[src/rtl/management_tx_mac_if.sv]
// management_tx_mac_if: upstream transmit bus carrying frame start and payload bytes
interface management_tx_mac_if;
  logic        start;
  logic        data_valid;
  logic [31:0] data;
  logic [3:0]  bytes_valid;
  modport master(output start, data_valid, data, bytes_valid);
  modport slave(input start, data_valid, data, bytes_valid);
endinterface

[src/rtl/management_tx_mac.sv]
// management_tx_mac: GMII transmit MAC adding preamble, padding, FCS and inter-frame gap
module management_tx_mac #(
  parameter int MIN_LEN = 60,
  parameter int IFG_LEN = 12
) (
  input  logic               tx_clk,
  input  logic               tx_rst_n,
  input  logic               link_up,
  management_tx_mac_if.slave tx_bus,
  output logic               tx_ready,
  output logic [7:0]         gmii_txd,
  output logic               gmii_tx_en,
  output logic               gmii_tx_er
);
  localparam logic [2:0] S_IDLE = 3'd0;
  localparam logic [2:0] S_PRE  = 3'd1;
  localparam logic [2:0] S_DATA = 3'd2;
  localparam logic [2:0] S_PAD  = 3'd3;
  localparam logic [2:0] S_FCS  = 3'd4;
  localparam logic [2:0] S_IFG  = 3'd5;
  logic [2:0]      state_q, state_d, pre_q, pre_d;
  logic [10:0]     cnt_q, cnt_d;
  logic [1:0]      idx_q, idx_d;
  logic [7:0]      ifg_q, ifg_d;
  logic [31:0]     crc_q, crc_d;
  logic [6:0][7:0] dl_q, dl_d;
  logic [6:0]      dlv_q, dlv_d;
  logic            open_q, open_d, ready_q, ready_d, en_q, en_d, er_q, er_d;
  logic [7:0]      txd_q, txd_d;
  logic            use_data;
  logic [7:0]      byte_w;
  function automatic logic [31:0] crc_next(input logic [31:0] c, input logic [7:0] b);
    logic [31:0] r;
    r = c;
    for (int i = 0; i < 8; i++) r = (r >> 1) ^ ((r[0] ^ b[i]) ? 32'hEDB88320 : 32'h0);
    return r;
  endfunction
  assign use_data = state_q == S_DATA && dlv_q[6];
  assign byte_w   = use_data ? dl_q[6] : 8'h00;
  // Next-state: seven delay stages plus the output register give the eight-byte-time alignment
  always_comb begin
    state_d  = state_q;
    pre_d    = pre_q;
    cnt_d    = cnt_q;
    idx_d    = idx_q;
    ifg_d    = ifg_q;
    crc_d    = crc_q;
    dl_d     = {dl_q[5:0], tx_bus.data[7:0]};
    dlv_d    = {dlv_q[5:0], tx_bus.data_valid & open_q};
    open_d   = open_q & tx_bus.data_valid;
    ready_d  = 1'b0;
    en_d     = 1'b0;
    er_d     = 1'b0;
    txd_d    = 8'h00;
    if (state_q != S_IDLE && state_q != S_IFG && !link_up) begin
      state_d = S_IFG;
      ifg_d   = '0;
      er_d    = 1'b1;
      dl_d    = '0;
      dlv_d   = '0;
      open_d  = 1'b0;
    end else begin
      case (state_q)
        S_IDLE: begin
          ready_d = link_up;
          if (tx_bus.start && link_up) begin
            state_d = S_PRE;
            pre_d   = 3'd1;
            cnt_d   = '0;
            crc_d   = '1;
            open_d  = 1'b1;
            ready_d = 1'b0;
            en_d    = 1'b1;
            txd_d   = 8'h55;
          end
        end
        S_PRE: begin
          en_d    = 1'b1;
          txd_d   = pre_q == 3'd7 ? 8'hD5 : 8'h55;
          pre_d   = pre_q + 3'd1;
          state_d = pre_q == 3'd7 ? S_DATA : S_PRE;
        end
        S_DATA, S_PAD: begin
          en_d = 1'b1;
          if (use_data || cnt_q < 11'(MIN_LEN)) begin
            txd_d   = byte_w;
            crc_d   = crc_next(crc_q, byte_w);
            cnt_d   = cnt_q == 11'h7FF ? cnt_q : cnt_q + 11'd1;
            state_d = use_data ? S_DATA : S_PAD;
          end else begin
            txd_d   = ~crc_q[7:0];
            idx_d   = 2'd1;
            state_d = S_FCS;
          end
        end
        S_FCS: begin
          en_d    = 1'b1;
          txd_d   = ~crc_q[{idx_q, 3'b000} +: 8];
          idx_d   = idx_q + 2'd1;
          ifg_d   = '0;
          state_d = idx_q == 2'd3 ? S_IFG : S_FCS;
        end
        S_IFG: begin
          ifg_d   = ifg_q + 8'd1;
          state_d = ifg_q == 8'(IFG_LEN - 1) ? S_IDLE : S_IFG;
          ready_d = ifg_q == 8'(IFG_LEN - 1) && link_up;
        end
        default: state_d = S_IDLE;
      endcase
    end
  end
  // State and registered outputs; reset truncates any frame without signalling an error
  always_ff @(posedge tx_clk or negedge tx_rst_n) begin
    if (!tx_rst_n) begin
      state_q <= S_IDLE;
      pre_q   <= '0;
      cnt_q   <= '0;
      idx_q   <= '0;
      ifg_q   <= '0;
      crc_q   <= '1;
      dl_q    <= '0;
      dlv_q   <= '0;
      open_q  <= 1'b0;
      ready_q <= 1'b0;
      en_q    <= 1'b0;
      er_q    <= 1'b0;
      txd_q   <= 8'h00;
    end else begin
      state_q <= state_d;
      pre_q   <= pre_d;
      cnt_q   <= cnt_d;
      idx_q   <= idx_d;
      ifg_q   <= ifg_d;
      crc_q   <= crc_d;
      dl_q    <= dl_d;
      dlv_q   <= dlv_d;
      open_q  <= open_d;
      ready_q <= ready_d;
      en_q    <= en_d;
      er_q    <= er_d;
      txd_q   <= txd_d;
    end
  end
  assign tx_ready   = ready_q;
  assign gmii_txd   = txd_q;
  assign gmii_tx_en = en_q;
  assign gmii_tx_er = er_q;
endmodule

[src/flat_wrapper.sv]
// flat-port wrapper written by rule: the top's interface ports become plain ports
module management_tx_mac_flat 
#(
  parameter int MIN_LEN = 60,
  parameter int IFG_LEN = 12
)
  (tx_clk, tx_rst_n, link_up, tx_ready, gmii_txd, gmii_tx_en, gmii_tx_er, tx_bus_start, tx_bus_data_valid, tx_bus_data, tx_bus_bytes_valid);
  management_tx_mac_if tx_bus_i ();
  input  logic tx_clk;
  input  logic tx_rst_n;
  input  logic link_up;
  output logic tx_ready;
  output logic [7:0] gmii_txd;
  output logic gmii_tx_en;
  output logic gmii_tx_er;
  input wire logic [$bits(tx_bus_i.start)-1:0] tx_bus_start;
  input wire logic [$bits(tx_bus_i.data_valid)-1:0] tx_bus_data_valid;
  input wire logic [$bits(tx_bus_i.data)-1:0] tx_bus_data;
  input wire logic [$bits(tx_bus_i.bytes_valid)-1:0] tx_bus_bytes_valid;
  assign tx_bus_i.start = tx_bus_start;
  assign tx_bus_i.data_valid = tx_bus_data_valid;
  assign tx_bus_i.data = tx_bus_data;
  assign tx_bus_i.bytes_valid = tx_bus_bytes_valid;
  management_tx_mac #(.MIN_LEN(MIN_LEN), .IFG_LEN(IFG_LEN)) u_core (.tx_clk(tx_clk), .tx_rst_n(tx_rst_n), .link_up(link_up), .tx_bus(tx_bus_i), .tx_ready(tx_ready), .gmii_txd(gmii_txd), .gmii_tx_en(gmii_tx_en), .gmii_tx_er(gmii_tx_er));
endmodule
[config.mk]
export PLATFORM = sky130hd
export DESIGN_NAME = management_tx_mac_flat
export DESIGN_NICKNAME = d
export VERILOG_FILES = /design/src/rtl/management_tx_mac_if.sv /design/src/rtl/management_tx_mac.sv /design/src/flat_wrapper.sv
export SDC_FILE = /design/constraint.sdc
export NUM_CORES = 1
export LEC_CHECK = 0
export CORE_MARGIN = 4
export CORE_UTILIZATION = 40
export CTS_BUF_LIST = sky130_fd_sc_hd__clkbuf_8
export DETAILED_ROUTE_END_ITERATION = 8
export GPL_TIMING_DRIVEN = 0
export PLACE_DENSITY = 0.58
export SYNTH_ARGS = -nofsm -noshare
export SYNTH_HDL_FRONTEND = slang
export SYNTH_SLANG_ARGS = --single-unit
[constraint.sdc]
create_clock -name tx_clk -period 3.6 [get_ports tx_clk]
set_clock_uncertainty 0.15 [all_clocks]
set_input_delay 0.72 -clock tx_clk [delete_from_list [all_inputs] [get_ports tx_clk]]
set_output_delay 0.72 -clock tx_clk [all_outputs]
set_load 0.05 [all_outputs]
Yosys cells after proc, flatten, opt, wreduce, memory -nomap -nowiden
Cells that the tools add are included.
{ "word_totals": {"regBits": 134, "in_bits": 41, "out_inout_bits": 11, "elab_cells": 125} }
{ "classes": {"n_addsub": 4, "n_lt_le_gt_ge": 1, "eq_ne": 15, "n_shift": 1, "mux": 46, "bitwise_logic": 20, "n_reduce_logical": 19} }
{ "ops": {"columns": ["operator", "count"], "rows": [
  ["$mux 32", 10],
  ["$xor 31x32->32", 8],
  ["$pmux 32 s2", 1],
  ["$mux 56", 1],
  ["$mux 8", 5],
  ["$mux 11", 3],
  ["$pmux 8 s4", 1],
  ["$shiftx 32x6->8", 1],
  ["$pmux 11 s2", 1],
  ["$not 8->8", 2],
  ["$pmux 8 s2", 1],
  ["$pmux 3 s5", 1],
  ["$mux 7", 2],
  ["$mux 3", 4],
  ["$add 11x1->11 const B", 1],
  ["$eq 11x11->1 const B", 1],
  ["$lt 11x6->1 const B", 1],
  ["$mux 1", 10],
  ["$eq 3x3->1 const B", 3],
  ["$add 8x1->8 const B", 1],
  ["$eq 8x4->1 const B", 1],
  ["$xor 1x1->1", 8],
  ["$eq 3x2->1 const B", 2],
  ["$pmux 3 s2", 1],
  ["other kinds (24)", 36]
]} }

Depth between registers and ports, before layout
{ "depth": {"ltp_word": 29, "depth_mapped": 8, "ltp_nobuf": 7} }

Least setup slack after synthesis
No wires, ideal clock.
{ "synth_timing": {"path_type": "reg2reg", "start": "register u_core.cnt_q[10]", "end": "register u_core.cnt_q[8]", "setup_time_ps": 132, "arrival_time_ps": 2216, "t_required_ps": 3318, "setup_slack_ps": 1102, "stages_incl_launch_ff": 8, "n_path_buf": 1, "period_less_slack_ps": 2498, "cell_sequence": "dfrtp_1 > or4_4 > o311ai_4 > or3b_1 > buf_6 > nor4_4 > xnor2_1 > nor2_1"} }
{ "synth_via": {"elab_chain_cells": 4, "word_cells_on_any_way": 6, "cone_classes": "1 x order compare; 3 x eq/ne; 2 x reduce/logical"} }
{ "synth_lines": {"columns": ["item", "line_no", "text"], "rows": [
  ["start: declaration", "management_tx_mac.sv:22", "logic [10:0] cnt_q, cnt_d;"],
  ["start signal: assignment", "management_tx_mac.sv:131", "cnt_q <= cnt_d;"],
  ["$lt 11x6->1", "management_tx_mac.sv:85", "if (use_data || cnt_q < 11'(MIN_LEN)) begin"],
  ["$logic_or 1x1->1", "management_tx_mac.sv:85", null],
  ["$ne 2x1->1 (no line)", null, null],
  ["$reduce_and 5->1 (no line) (*)", null, null]
]} }
Mark *: on every way between the ends. The rest lies on a longest branch, timed or not.
A chain may end at the register's enable or synchronous reset.

Final worst setup path
{ "layout_timing": {"start": "register u_core.cnt_q[10]", "end": "register u_core.crc_q[15]"} }
{ "layout_via": {"elab_chain_cells": 4} }
{ "layout_lines": {"columns": ["item", "line_no", "text"], "rows": [
  ["$lt 11x6->1", "management_tx_mac.sv:85", null],
  ["$logic_or 1x1->1", "management_tx_mac.sv:85", null],
  ["$ne 2x1->1 (no line)", null, null],
  ["$reduce_and 4->1 (no line)", null, null],
  ["end signal: assignment", "management_tx_mac.sv:134", "crc_q <= crc_d;"],
  ["end: declaration", "management_tx_mac.sv:25", "logic [31:0] crc_q, crc_d;"]
]} }
No other way between the ends.

==> metrics <==
average vias per placed instance 5.12; horizontal extent of the die 134 um; final weighted congestion in routability-driven placement 0.886; # setup viols final 0; clock tree from TritonCTS done; final antenna-violating net count 0; clock-pin slew reported for the worst setup and hold paths after clock tree synthesis 0.08 ns; GR Overflow Total 0; RSZ-0062 raised after global routing no; post-synthesis cell type with the largest combined area sky130_fd_sc_hd__dfrtp_1; fraction of layout cells with a size suffix above 1 13.6%; number of nets at the end of the flow 680; Top FF cell, synth sky130_fd_sc_hd__dfrtp_1; Peak supply drop 346 uV; number of fillers in the final layout 1455; sequential cell area 3390 um2; largest net degree at the start of global routing 98; HP Class in2async; quantity of gates resized following cts 0; top-count cell post-synth sky130_fd_sc_hd__dfrtp_1; fin. max-slew vios 0; layout-stage area growth over the synthesis result 14.5%; HPWL after detailed placement 9.64 mm; setup fix buffers added after clock tree synthesis 0; final standard cell area without fillers 7330 um2; wire length reported by the detailed router 13.8 mm; core region area 15400 um2; top achievable clock speed 322 MHz; height of the die 134 um; total number of clock tree sinks 134; top post-synthesis cells by area sky130_fd_sc_hd__dfrtp_1 40%, sky130_fd_sc_hd__dfstp_2 13%, sky130_fd_sc_hd__and2_1 6.6%, sky130_fd_sc_hd__xnor2_1 6.2%, sky130_fd_sc_hd__nor2_1 4.0%; number of top-level design ports 52; vias in the first global route 4391; async set or reset register ratio after synthesis 100%; overall global routing resource usage 16.5%; EDFF count, synth 0; total area of multi-input combinational cells 2850 um2; CTS H-tree lvls 4; crit path max fanout 10; synthesis-stage register bit count 134; summed instance area of the synthesized netlist 6400 um2; Worst Path Arrival 3.31 ns; total iterations of the first detailed-routing run 5; Crit path required time 3.81 ns; cell count after synthesis 591; period utilisation layout 86.2%; setup slack at placement 0.526 ns; fraction of post-synthesis cell area in the top cell type by area 39.9%; count of cell types in the netlist 57; final count of hold timing violations 0; via count 4390; placed cell area 6920 um2; setup slack of the most critical reg-to-reg path 0.50 ns; Slew @ Worst Pin 0.997 ns; count of port buffers added during placement 23; initial core utilization 41.5%; Lkg Pwr 3.09 nW; outcome complete, no violations; Bufs on Longest Clock Path 2; number of antenna diodes 0; Slew headroom 32.9%; cts hold-fix bufs 0; first-pass GRT wire length 23.4 mm; Cell Rows 45; clock buffer count from CTS 17; synth warn 0; cell types with the highest counts after synthesis 102 x sky130_fd_sc_hd__dfrtp_1, 69 x sky130_fd_sc_hd__nor2_1, 68 x sky130_fd_sc_hd__and2_1, 45 x sky130_fd_sc_hd__xnor2_1, 39 x sky130_fd_sc_hd__a21oi_1; DRC violations left 0; floorplan die area 18100 um2; Setup WS post-layout 0.498 ns; endpoint class of the critical path flip-flop; clock tree root buffer cell sky130_fd_sc_hd__clkbuf_8; min cycle time layout 3.10 ns; sequential cell area fraction in the yosys report 53.0%; average cell area after synthesis 10.8 um2; initial antenna violation count 0; Worst Setup Start Kind flip-flop; number of DRC violations after detailed-routing iteration 0 299; number of max-cap violations 0; kind of critical path reg2reg; Skew-Pair Late Insertion Delay 0.44 ns; Pwr per Cell Area 928 nW/um2; average wire length per cell after detail routing 16.1 um; Post-Syn Nets 637
-- area by class of cell --
class                      count  share of cell area (%)
sequential                   134                    46.3
multi-input combinational    419                    38.8
tap                          211                    3.60
timing repair buffer          24                    3.53
clock buffer                  18                    3.38
clock inverter                13                    2.17
buffer                        34                    1.98
inverter                       4                   0.205
-- metal layers --
layer | GRT usage (%) | wire [um]
met1 | 22.8 | 6320
met2 | 25.6 | 6570
met3 | 3.87 | 598
met4 | 5.94 | 301
met5 | 0 | 0
-- stage by stage --
| stage | std cells | util [%] | setup TNS [ns] | power (mW) | hold WS [ns] |
|---|---|---|---|---|---|
| after floorplan | 591 | - | 0 | 4.81 | 0.274 |
| after CTS | 857 | 47.5 | 0 | 6.86 | 0.0175 |
| final | 857 | 47.5 | 0 | 6.80 | 0.0298 |
| after detailed placement | 826 | 44.9 | 0 | 5.54 | 0.282 |
| after global placement | 825 | 44.7 | -421.81 | 5.48 | 0.279 |
| after global routing | 857 | 47.5 | 0 | 7.28 | 0.0377 |
-- layout by cell type (no fill, tap or decap), drive strengths merged, types with 3 or more instances in the layout --
master	count
a31oi	4
nor4	3
o21ai	25
clkinv	3
a22oi	6
clkbuf	44
clkdlybuf4s50	22
nor3	6
xnor3	5
buf	10
ha	5
nor2	69
mux4	8
or3	3
nor2b	7
bufinv	3
nor3b	3
o22ai	6
o31ai	3
dfstp	32
and3	9
xor2	29
o22a	3
inv	7
a21oi	39
nand2b	4
xnor2	46
dfrtp	102
nand3	10
clkinvlp	4
nand2	27
and2	70
a32o	3
-- final timing paths --
path	startpoint	to	cells after the start
setup / recovery	u_core.cnt_q[10]$_DFFE_PN0P_	u_core.crc_q[15]$_DFFE_PN1P_	6
hold / removal	tx_rst_n	u_core.gmii_txd[1]$_DFF_PN0_	1
setup reg to reg	u_core.cnt_q[10]$_DFFE_PN0P_	u_core.crc_q[15]$_DFFE_PN1P_	6
hold reg to reg	u_core.dl_q[43]$_DFF_PN0_	u_core.dl_q[51]$_DFF_PN0_	1
max in group asynchronous	tx_rst_n	u_core.dl_q[39]$_DFF_PN0_	2
min in group tx_clk	u_core.dl_q[43]$_DFF_PN0_	u_core.dl_q[51]$_DFF_PN0_	1
-- critical path, cell delays in order, from the launching register on --
cell,delay (ns)
sky130_fd_sc_hd__dfrtp_1,0.42
sky130_fd_sc_hd__or4_4,0.58
sky130_fd_sc_hd__o31ai_1,0.85
sky130_fd_sc_hd__and3_1,0.31
sky130_fd_sc_hd__buf_2,0.28
sky130_fd_sc_hd__buf_2,0.32
sky130_fd_sc_hd__a21oi_1,0.11
-- registers in the layout, summed over array words and instances, names as in the netlist, 2 cells and up --
signal,count
u_core.cnt_q,11
u_core.ifg_q,8
u_core.gmii_txd,8
u_core.dl_q,56
u_core.dlv_q,7
u_core.state_q,3
u_core.crc_q,32
u_core.pre_q,3
u_core.idx_q,2
-- cells by family (layout without fill, tap and decap cells) --
logic type | after synthesis | count (layout) | synth area share, %
muxes | 9 | 9 | 2.99
DFF | 134 | 134 | 53.0
buffers and inverters | 38 | 93 | 2.50
and+or+nand+nor | 221 | 221 | 18.2
AOI/OAI and AO/OA | 104 | 104 | 10.1
adders and majority gates | 5 | 5 | 0.978
xor gates and xnor gates | 80 | 80 | 12.1
-- power breakdown --
part,internal (mW),switching (mW)
Sequential,2.11,0.315
Combinational,1.46,1.63
Clock,0.696,0.589
Note: power is estimated with default switching activity, not from simulation.
